<file path="src/rtl/foc_xform_seq.sv">
// foc_xform_seq: starts Clarke and CORDIC together on trig, then Park, and captures D/Q with a valid pulse.
// Latency trig->valid = 3 + Tcc + Tpark cycles; a trig while busy is dropped and flagged as overrun.
// Define FOC_SEQ_WDOG_EN to enable the per-state watchdog that drives timeout/stage_err.
module foc_xform_seq #(
    parameter int D_WIDTH     = 18,
    parameter int TIMEOUT_CYC = 64
) (
    input  logic               clk,
    input  logic               rstb,
    input  logic               trig,
    output logic               clarke_start,
    input  logic               clarke_done,
    output logic               cordic_start,
    input  logic               cordic_done,
    output logic               park_start,
    input  logic               park_done,
    input  logic [D_WIDTH-1:0] park_d,
    input  logic [D_WIDTH-1:0] park_q,
    output logic [D_WIDTH-1:0] d_out,
    output logic [D_WIDTH-1:0] q_out,
    output logic               valid,
    output logic               busy,
    output logic               overrun,
    output logic               timeout,
    output logic [1:0]         stage_err,
    input  logic               err_clr
);

    if (TIMEOUT_CYC < 2) begin : g_bad_cfg
        $error("TIMEOUT_CYC must be at least 2");
    end

    typedef enum logic [1:0] {IDLE, CC_WAIT, PARK_WAIT} state_t;

    state_t state, state_nx;
    logic   cl_f, co_f, cl_f_nx, co_f_nx;
    logic   cl_eff, co_eff;
    logic   clarke_start_nx, cordic_start_nx, park_start_nx, valid_nx, capture;
    logic   overrun_nx;

    // A done arriving this cycle counts as if its flag were already set.
    assign cl_eff = cl_f | clarke_done;
    assign co_eff = co_f | cordic_done;
    assign busy   = (state != IDLE);

`ifdef FOC_SEQ_WDOG_EN
    localparam int CW = (TIMEOUT_CYC > 2) ? $clog2(TIMEOUT_CYC) : 1;

    logic [CW-1:0] wcnt, wcnt_nx;
    logic          expire, abort;
    logic [1:0]    abort_code;
    logic          timeout_nx;
    logic [1:0]    stage_err_nx;

    assign expire = (wcnt == CW'(TIMEOUT_CYC - 1));
`endif

    always_comb begin
        state_nx        = state;
        cl_f_nx         = cl_f;
        co_f_nx         = co_f;
        clarke_start_nx = 1'b0;
        cordic_start_nx = 1'b0;
        park_start_nx   = 1'b0;
        valid_nx        = 1'b0;
        capture         = 1'b0;
`ifdef FOC_SEQ_WDOG_EN
        wcnt_nx    = wcnt + CW'(1);
        abort      = 1'b0;
        abort_code = 2'd0;
`endif
        case (state)
            IDLE: begin
`ifdef FOC_SEQ_WDOG_EN
                wcnt_nx = '0;
`endif
                if (trig) begin
                    state_nx        = CC_WAIT;
                    clarke_start_nx = 1'b1;
                    cordic_start_nx = 1'b1;
                    cl_f_nx         = 1'b0;
                    co_f_nx         = 1'b0;
                end
            end
            CC_WAIT: begin
                cl_f_nx = cl_eff;
                co_f_nx = co_eff;
                if (cl_eff && co_eff) begin
                    state_nx      = PARK_WAIT;
                    park_start_nx = 1'b1;
`ifdef FOC_SEQ_WDOG_EN
                    wcnt_nx = '0;
                end else if (expire) begin
                    state_nx   = IDLE;
                    abort      = 1'b1;
                    abort_code = !cl_eff ? 2'd1 : 2'd2;
`endif
                end
            end
            PARK_WAIT: begin
                if (park_done) begin
                    state_nx = IDLE;
                    valid_nx = 1'b1;
                    capture  = 1'b1;
`ifdef FOC_SEQ_WDOG_EN
                end else if (expire) begin
                    state_nx   = IDLE;
                    abort      = 1'b1;
                    abort_code = 2'd3;
`endif
                end
            end
            default: state_nx = IDLE;
        endcase

        // Set events take priority over err_clr.
        overrun_nx = overrun;
        if (trig && busy) overrun_nx = 1'b1;
        else if (err_clr) overrun_nx = 1'b0;
`ifdef FOC_SEQ_WDOG_EN
        timeout_nx   = timeout;
        stage_err_nx = stage_err;
        if (abort) begin
            timeout_nx   = 1'b1;
            stage_err_nx = abort_code;
        end else if (err_clr) begin
            timeout_nx   = 1'b0;
            stage_err_nx = 2'd0;
        end
`endif
    end

    always_ff @(posedge clk or negedge rstb) begin
        if (!rstb) begin
            state        <= IDLE;
            cl_f         <= 1'b0;
            co_f         <= 1'b0;
            clarke_start <= 1'b0;
            cordic_start <= 1'b0;
            park_start   <= 1'b0;
            valid        <= 1'b0;
            d_out        <= '0;
            q_out        <= '0;
            overrun      <= 1'b0;
        end else begin
            state        <= state_nx;
            cl_f         <= cl_f_nx;
            co_f         <= co_f_nx;
            clarke_start <= clarke_start_nx;
            cordic_start <= cordic_start_nx;
            park_start   <= park_start_nx;
            valid        <= valid_nx;
            overrun      <= overrun_nx;
            if (capture) begin
                d_out <= park_d;
                q_out <= park_q;
            end
        end
    end

`ifdef FOC_SEQ_WDOG_EN
    always_ff @(posedge clk or negedge rstb) begin
        if (!rstb) begin
            wcnt      <= '0;
            timeout   <= 1'b0;
            stage_err <= 2'd0;
        end else begin
            wcnt      <= wcnt_nx;
            timeout   <= timeout_nx;
            stage_err <= stage_err_nx;
        end
    end
`else
    assign timeout   = 1'b0;
    assign stage_err = 2'd0;
`endif

endmodule

</file>
<file path="config.mk">
export PLATFORM = sky130hd
export DESIGN_NAME = foc_xform_seq
export DESIGN_NICKNAME = d
export VERILOG_FILES = /design/src/rtl/foc_xform_seq.sv
export SDC_FILE = /design/constraint.sdc
export NUM_CORES = 1
export LEC_CHECK = 0
export ABC_AREA = 0
export CORE_MARGIN = 10
export CORE_UTILIZATION = 32
export CTS_CLUSTER_DIAMETER = 50
export DETAILED_ROUTE_END_ITERATION = 6
export PLACE_DENSITY_LB_ADDON = 0.12
export SLEW_MARGIN = 20
export SYNTH_ARGS = -nofsm -noshare
export SYNTH_HDL_FRONTEND = slang
export SYNTH_SLANG_ARGS = --single-unit
</file>
<file path="constraint.sdc">
create_clock -name clk -period 3.85 [get_ports clk]
set_input_delay 0.385 -clock clk [delete_from_list [all_inputs] [get_ports clk]]
set_output_delay 0.385 -clock clk [all_outputs]
set_load 0.02 [all_outputs]
</file>
==> results of run 1 <==
-- state kept, by name (all words and copies together), names as in the netlist --
register,count
co_f,1
valid,1
state,2
cl_f,1
overrun,1
q_out,18
d_out,18
park_start,1
cordic_start,1
-- path summary, 6_finish.rpt --
| path | cells past startpoint | start | end | slack [ns] |
|---|---|---|---|---|
| min | 1 | rstb | q_out[10]$_DFFE_PN0P_ | 0.03 |
| min reg2reg | 1 | q_out[6]$_DFFE_PN0P_ | q_out[6]$_DFFE_PN0P_ | 0.51 |
| min in group clk | 1 | q_out[6]$_DFFE_PN0P_ | q_out[6]$_DFFE_PN0P_ | 0.51 |
| max in group asynchronous | 2 | rstb | park_start$_DFF_PN0_ | 3.34 |
| max | 2 | state[1]$_DFFE_PN0P_ | busy | 1.87 |
| max reg2reg | 3 | state[0]$_DFFE_PN0P_ | q_out[11]$_DFFE_PN0P_ | 2.23 |
-- cells in the mapped netlist --
| cell type | count |
|---|---|
| dfrtp_1 | 44 |
| o221ai_1 | 1 |
| or2b_2 | 1 |
| mux2_4 | 29 |
| buf_6 | 1 |
| nor2_1 | 4 |
| conb_1 | 1 |
| a21oi_1 | 4 |
| nand3b_1 | 1 |
| mux2_2 | 7 |
| buf_4 | 4 |
| o22ai_1 | 1 |
| buf_12 | 3 |
| inv_1 | 4 |
| or2_2 | 1 |
| o211a_1 | 1 |
| nand2b_1 | 1 |
| a22o_1 | 1 |
-- cell families (layout without fill, tap and decap cells) --
kind of cell           Yosys count  count (layout)  share of synthesized area
AND/OR/NAND/NOR                  8               8                    0.02390
buffers and inverters           12              98                    0.06348
other                            1               3                   0.002046
AO/OA/AOI/OAI                    8               8                    0.02936
flip-flops                      44              44                     0.6007
multiplexers                    36              36                     0.2805
-- through the flow --
| stage | setup WS (ns) | total power, mW | cells | instance area (um^2) |
|---|---|---|---|---|
| after floorplan | 2.568 | 1.479 | 111 | 1841 |
| after global routing | 1.806 | 2.424 | 269 | 2785 |
| after global placement | 1.907 | 2.007 | 260 | 2673 |
| after detailed placement | 1.869 | 2.026 | 260 | 2673 |
| after CTS | 1.846 | 2.329 | 268 | 2765 |
| final | 1.869 | 2.290 | 269 | 2785 |
-- layout make-up --
type,count,area (um^2)
clock buffer,5,68.82
inverter,4,15.01
multi-input combinational,55,623.1
timing repair buffer,86,863.3
fill,487,2755
tap,72,90.09
sequential,44,1101
clock inverter,3,23.77
-- power groups by stage --
stage                     Combinational (mW)  Clock [mW]  Sequential (mW)
final                                   1.18       0.290            0.818
after global routing                    1.25       0.324            0.852
after CTS                               1.21       0.302            0.822
after detailed placement                1.20           0            0.827
after global placement                  1.19           0            0.821
after floorplan                        0.410           0             1.07
-- worst max-delay path, cell delays in order, from the launching register on --
cell	delay, ns
dfrtp_1	0.43
or2_2	0.33
clkdlybuf4s50_1	0.55
-- metal layers --
metal  share of wire  up-vias  wire [um]
met4          0.0072        0         32
met2            0.49       47       2198
met1            0.41      544       1820
met5               0        -          0
li1                -      536          -
met3           0.088        4        390
==> flow_summary.toml, run 1 <==
[route]
wl_mm = 4.442
viasPerCell = 4.204
vias = 1131
first_pass_iters = 2
drtAntennaViolNets = 0
drt_iter0_drc = 14
drc = 0
avgRoutedWirePerCell_um = 16.51

[power_and_ir_drop]
netSwitchingFraction = 0.3460
switchingPower_uw = 792.6
clockPowerShare = 0.127
seq_power_share = 0.357
combinationalPowerShare = 0.516
leakage_nw = 1.292
powerDensity_nw_per_um2 = 822.4
irDropWorstVdd_mv = 0.3768
power.internal_mw = 1.498

[min_path]
hp-class = "in -> async"

[setup_path]
worstPathArrival_ns = 1.60
endpoint_kind = "output port"
critPathKind = "reg -> out"
crit_fanout = 7
startpoint_type = "register"
crit_required_ns = 3.46

[sta]
hold_viol_final = 0
rsz0062_at_grt = "false"
hold_ws_ns = 0.02680
relSlewSlack = 0.5835
slew_violations = 0
setup_viol_count_final = 0
fin_worst_skew_ns = 0.009036
finalSetupTns_ns = 0
min_period_ns = 1.981
finalCritPeriodShare = 0.5145
tightest_slew_ns = 0.6247
timing.fmax_mhz = 504.9

[floorplanning]
die_w_um = 95.69
rows = 27
die_h_um = 95.69
start_util = 0.3308
core_area_um2 = 5540
io_pins = 88
die-area_um2 = 9156

[outcome]
status = "complete, no violations"

[global_routing]
gr-usage-met1 = 0.1111
grt_pass1_wl_mm = 6.782
grt_max_degree = 45
grt_pass1_vias = 1291
use_met2 = 0.1546
grt.busiest_layer = "met2"
met3_usage = 0.04163
antenna_found_initial = 0
grt-ovfl-total = 0
grtUsageTotal = 0.09525

[cells_and_area]
final_common_cell = "clkdlybuf4s50_1"
fin_util = 0.5027
drive_gt1_frac = 0.2487
final_nets = 239
n_antenna_cell = 0
syn2layout_area_growth_pct = 51.95
final_cell_mix = "clkdlybuf4s50_1 (83), dfrtp_1 (44), mux2_4 (29)"

[cts]
cts_root_buf = "clkbuf_8"
cts_buffer_depth = 2
clock_latency_ns = 0.29
cts_tree = "yes"
cts_max_level = 2
cts-hold-fix-buffers = 0
cts_resized = 0
cts_buffers = 5
post_cts_buffers = 0
path_clk_slew_ns = 0.08
cts.sinks = 44

[job]
maxCapViolCount = 0

[synthesis]
synth_area_um2 = 1833
synth_top_area_frac = 0.6007
synth.distinct_cells = 18
ys_ff_latch = 44
synthTopCellsByArea = "dfrtp_1 (60%), mux2_4 (24%), mux2_2 (4.3%), buf_12 (3.3%), buf_4 (1.6%)"
syn-mean-instance-area_um2 = 16.82
syn_inst = 109
yosysWarnings = 0
synth_area_leader_cell = "dfrtp_1"
yosysSeqAreaShare = 0.6007

[place]
dpl.hpwl_mm = 3.305
io_buffers = 84
globalplace.congestion = 0.7342
Power figures use the tool's default switching activity.
==> run 2: changes to the inputs <==
Clock period 3.85 ns to 1.9 ns, I/O delays scaled along.
==> run 2 against run 1 <==
  * Core utilization grew 0.63 points
  * Combinational power is 110% higher
  * Count of clock-buffer cells in the layout is 3 higher
  * Highest routed layer unchanged
==> flow_summary.toml, run 2 (synthesis results as in run 1) <==
[cts]
cts.sinks = 44
path_clk_slew_ns = 0.08
cts_max_level = 2
cts_tree = "yes"
cts_buffers = 5
cts_resized = 0
clock_latency_ns = 0.28
cts_buffer_depth = 2
cts_root_buf = "clkbuf_8"

[route]
viasPerCell = 4.294
wl_mm = 4.515
first_pass_iters = 4
drtAntennaViolNets = 0
avgRoutedWirePerCell_um = 16.60
vias = 1168
drt_iter0_drc = 6
drc = 0

[cells_and_area]
reg_top3 = "d_out (18), q_out (18), state (2)"
final_nets = 242
fin_util = 0.5090
final_cell_mix = "clkdlybuf4s50_1 (83), dfrtp_1 (44), mux2_4 (29)"
drive_gt1_frac = 0.2450
final_common_cell = "clkdlybuf4s50_1"
n_antenna_cell = 0
syn2layout_area_growth_pct = 53.86

[sta]
finalCritPeriodShare = 0.9449
setup_viol_count_final = 0
finalSetupTns_ns = 0
fin_worst_skew_ns = 0.002905
slew_violations = 0
rsz0062_at_grt = "false"
timing.fmax_mhz = 557.0
min_period_ns = 1.795
setup_slack_ns = 0.1047
hold_viol_final = 0

[outcome]
status = "complete, no violations"

[setup_path]
crit_path_start = "state[1]$_DFFE_PN0P_"
reg2regPathDepth = 3
endpoint_kind = "output port"
reg2reg_from = "state[0]$_DFFE_PN0P_"
crit_fanout = 7
r2r_setup_slack_ns = 0.49
endpoint = "busy"
startpoint_type = "register"
regToRegEndpoint = "q_out[15]$_DFFE_PN0P_"
crit_required_ns = 1.71
critPathKind = "reg -> out"
worstPathArrival_ns = 1.61

[place]
io_buffers = 84
pre_cts_ws_ns = 0.3428
globalplace.congestion = 0.7050
dpl.hpwl_mm = 3.554

[job]
maxCapViolCount = 0

[global_routing]
grt_pass1_wl_mm = 6.962
grt_pass1_vias = 1307
grtUsageTotal = 0.09815
grt_max_degree = 21
antenna_found_initial = 0
grt-ovfl-total = 0

[min_path]
hp-class = "in -> async"

[power_and_ir_drop]
leakage_nw = 1.319
powerDensity_nw_per_um2 = 1658
irDropWorstVdd_mv = 0.6655

[floorplanning]
die-area_um2 = 9156
start_util = 0.3308
rows = 27
die_w_um = 95.69
io_pins = 88
die_h_um = 95.69
core_area_um2 = 5540
[run 2: cell types whose count changed in the layout (fill, tap and decap cells not counted), sizes merged]
cell and delta:
clkinv -1, buf +2, dlygate4sd3 +1, clkbuf +3, clkinvlp -2
[run 2: timing repair]
item / CTS / global route
hold buffers: 1 / 0
buffers inserted: 0 / 0
hold endpoints to repair: 18 / 0
endpoints found under the setup margin: 0 / 0
[run 2: routing by layer]
layer / routed length (um) / global-route usage / part of all wire
met1: 1880 / 0.1157 / 0.42
met2: 2214 / 0.1569 / 0.49
met3: 373 / 0.04006 / 0.083
met4: 46 / 0.03686 / 0.010
met5: 0 / 0 / 0
[run 2: report_power, final]
part / internal, mW / total (mW) / switching (mW)
Clock: 0.297 / 0.589 / 0.293
Combinational: 1.40 / 2.43 / 1.03
Sequential: 1.39 / 1.66 / 0.265
Total: 3.09 / 4.68 / 1.59
[run 2: critical path, cell delays in order (launching register included)]
cell and delay (ns):
dfrtp_1 0.43, or2_2 0.34, clkdlybuf4s50_1 0.55
[run 2: cell type report]
| type | instances | area, um^2 |
|---|---|---|
| multi-input combinational | 55 | 623.1 |
| inverter | 4 | 15.01 |
| fill | 503 | 2720 |
| timing repair buffer | 89 | 900.9 |
| clock buffer | 8 | 90.09 |
| sequential | 44 | 1101 |
| tap | 72 | 90.09 |
[run 2: stage by stage]
step / instances / hold WS [ns] / power, mW / area [um^2]
after floorplan: 111 / -0.1056 / 2.997 / 1841
after global placement: 263 / 0.1597 / 4.087 / 2720
after detailed placement: 263 / 0.1647 / 4.140 / 2720
after CTS: 272 / 0.3855 / 4.761 / 2820
after global routing: 272 / 0.4293 / 4.928 / 2820
final: 272 / 0.3751 / 4.677 / 2820
[run 2: worst min path at each step]
stage	start	end	slack, ns	cells past startpoint
global route	rstb	overrun$_DFFE_PN0P_	0.43	2
CTS	rstb	q_out[10]$_DFFE_PN0P_	0.39	2
floorplan	rstb	cl_f$_DFFE_PN0P_	-0.11	0
detailed placement	rstb	overrun$_DFFE_PN0P_	0.16	1
finish	rstb	overrun$_DFFE_PN0P_	0.38	2
global placement	rstb	overrun$_DFFE_PN0P_	0.16	1
==> run 3: changes to the inputs <==
Settings changed: ABC_AREA 0 to 1, CORE_UTILIZATION 32 to 41.
==> run 3 against run 2 <==
  * Total power fell by 4.1%
  * Critical path depth rose by 1
  * Area after synthesis rose by 3.5%
  * Maximum frequency rose by 14%
  * Flip-flop and latch count did not move
  * Global-route usage rose by 3.9 points
  * Die area fell by 15%
==> flow_summary.toml, run 3 <==
[cts]
path_clk_slew_ns = 0.08
clock_latency_ns = 0.29
cts_buffer_depth = 2
cts_resized = 0
cts_max_level = 2
cts_root_buf = "clkbuf_8"
cts_tree = "yes"
post_cts_buffers = 0
cts_buffers = 5
cts.sinks = 44

[synthesis]
synth_area_leader_cell = "dfrtp_1"
synth.distinct_cells = 16
synth_top_area_frac = 0.5805
synth_commonest_cells = "nand2_1 (86), dfrtp_1 (44), nand4_1 (36), buf_6 (8), inv_1 (7)"
syn_inst = 202
ys_ff_latch = 44
yosysSeqAreaShare = 0.5805
post-synth-top-count-cell = "nand2_1"
synthTopCellsByArea = "dfrtp_1 (58%), nand2_1 (17%), nand4_1 (12%), buf_6 (4.7%), buf_4 (2.0%)"
async_flop_share = 1.000
synth-main-ff-cell = "dfrtp_1"
synth_edf_count = 0
syn-mean-instance-area_um2 = 9.390
synth_area_um2 = 1897
yosysWarnings = 0

[global_routing]
grt-ovfl-total = 0
antenna_found_initial = 0
grt_pass1_wl_mm = 8.521
grt.busiest_layer = "met2"
met3_usage = 0.04457
gr-usage-met1 = 0.1788
grt_max_degree = 40
grtUsageTotal = 0.1375
grt_pass1_vias = 1715
use_met2 = 0.2103

[floorplanning]
die_h_um = 88.02
rows = 24
die_w_um = 88.02
core_area_um2 = 4414
io_pins = 88
start_util = 0.4297
die-area_um2 = 7747

[cells_and_area]
final_nets = 326
final_cell_mix = "nand2_1 (86), clkdlybuf4s50_1 (83), dfrtp_1 (44)"
final_common_cell = "nand2_1"
reg_top3 = "d_out (18), q_out (18), state (2)"
syn2layout_area_growth_pct = 47.82
drive_gt1_frac = 0.06738
n_antenna_cell = 0

[sta]
timing.fmax_mhz = 634.6
finalCritPeriodShare = 0.8294
hold_viol_final = 0
min_period_ns = 1.576
slew_violations = 0
hold_ws_ns = 0.4278
rsz0062_at_grt = "false"
relSlewSlack = 0.6145
finalSetupTns_ns = 0
tightest_slew_ns = 0.5782
setup_viol_count_final = 0
fin_worst_skew_ns = 0.01007

[route]
viasPerCell = 4.859
drtAntennaViolNets = 0
avgRoutedWirePerCell_um = 15.71
vias = 1623
wl_mm = 5.247
drt_iter0_drc = 85
drc = 0
first_pass_iters = 4

[job]
maxCapViolCount = 0

[setup_path]
critPathKind = "reg -> out"
path_delay_family = "buffers and inverters"
crit_required_ns = 1.71
cp_slowest_cell = "clkdlybuf4s50_1"
critical_path.max_stage_delay_ns = 0.61
endpoint_kind = "output port"
reg2reg_from = "state[1]$_DFFE_PN0P_"
reg2regPathDepth = 4
regToRegEndpoint = "d_out[2]$_DFFE_PN0P_"
critPathBufInv = 2
startpoint_type = "register"
crit_fanout = 2
worstPathArrival_ns = 1.39
path_cells = "inv_2 > nand2_1 > clkdlybuf4s50_1"
r2r_setup_slack_ns = 0.33

[place]
io_buffers = 84
globalplace.congestion = 0.7730
dpl.hpwl_mm = 3.772

[power_and_ir_drop]
irDropWorstVdd_mv = 0.7043
leakage_nw = 1.378
powerDensity_nw_per_um2 = 1600

[min_path]
hp-class = "in -> async"

[outcome]
status = "complete, no violations"
run 3: changes by cell type in the layout (fill, tap and decap cells not counted), sizes merged, moves of 2 or more:
cell / previous run / this run
inv: 4 / 10
nor2: 4 / 1
mux2: 36 / 0
clkbuf: 8 / 5
nand2: 0 / 86
buf: 5 / 7
nand3: 0 / 3
a21oi: 4 / 0
nand4: 0 / 36
run 3: layer usage:
metal  vias to the layer above  wire [um]
met5                         -          0
met4                         0         74
met3                         8        479
met2                        64       2482
met1                       737       2211
li1                        814          -
run 3: worst register-to-register path: stages, from the launching register on:
cell,delay (ns)
dfrtp_1,0.36
buf_4,0.40
nand3_4,0.44
nand2_1,0.19
nand2_1,0.06
run 3: logic make-up after synthesis:
group | Yosys count | share of synthesized area
simple gates | 127 | 0.3133
flops | 44 | 0.5805
compound gates | 1 | 0.002636
other cells | 1 | 0.001977
buf+inv | 29 | 0.1016
run 3: worst max path at each step:
stage	from	to	slack [ns]	depth (start not counted)
floorplan	state[0]$_DFFE_PN0P_	overrun$_DFFE_PN0P_	0.83	5
global route	state[1]$_DFFE_PN0P_	q_out[8]$_DFFE_PN0P_	0.18	4
CTS	state[1]$_DFFE_PN0P_	busy	0.30	3
finish	state[1]$_DFFE_PN0P_	busy	0.32	3
global placement	state[1]$_DFFE_PN0P_	q_out[3]$_DFFE_PN0P_	0.40	4
detailed placement	state[1]$_DFFE_PN0P_	d_out[7]$_DFFE_PN0P_	0.37	4
run 3: what timing repair did:
action | CTS | global route
hold endpoints to repair | 24 | 0
setup endpoints to repair | 0 | 0
hold buffers | 1 | 0
run 3: metrics by stage:
step	worst slack, ns	instance area [um^2]	std cells	power, mW	utilization
after floorplan	0.8323	1904	204	2.800	-
after detailed placement	0.3688	2695	327	3.856	0.6105
final	0.3241	2804	334	4.487	0.6352
after global placement	0.3985	2695	327	3.830	0.6105
after CTS	0.3015	2804	334	4.546	0.6352
after global routing	0.1769	2804	334	4.804	0.6352
run 3: report_power, final:
group | switching (mW) | internal (mW) | total, mW
Sequential | 0.214 | 1.35 | 1.57
Clock | 0.298 | 0.377 | 0.675
Combinational | 1.26 | 0.986 | 2.24
Total | 1.77 | 2.72 | 4.49
run 3: final cells by class:
class                      instances  area [um^2]
sequential                        44         1101
inverter                          10        37.54
fill                             422         1610
timing repair buffer              91        890.9
multi-input combinational        131        610.6
tap                               52        65.06
clock buffer                       5        68.82
clock inverter                     1        30.03
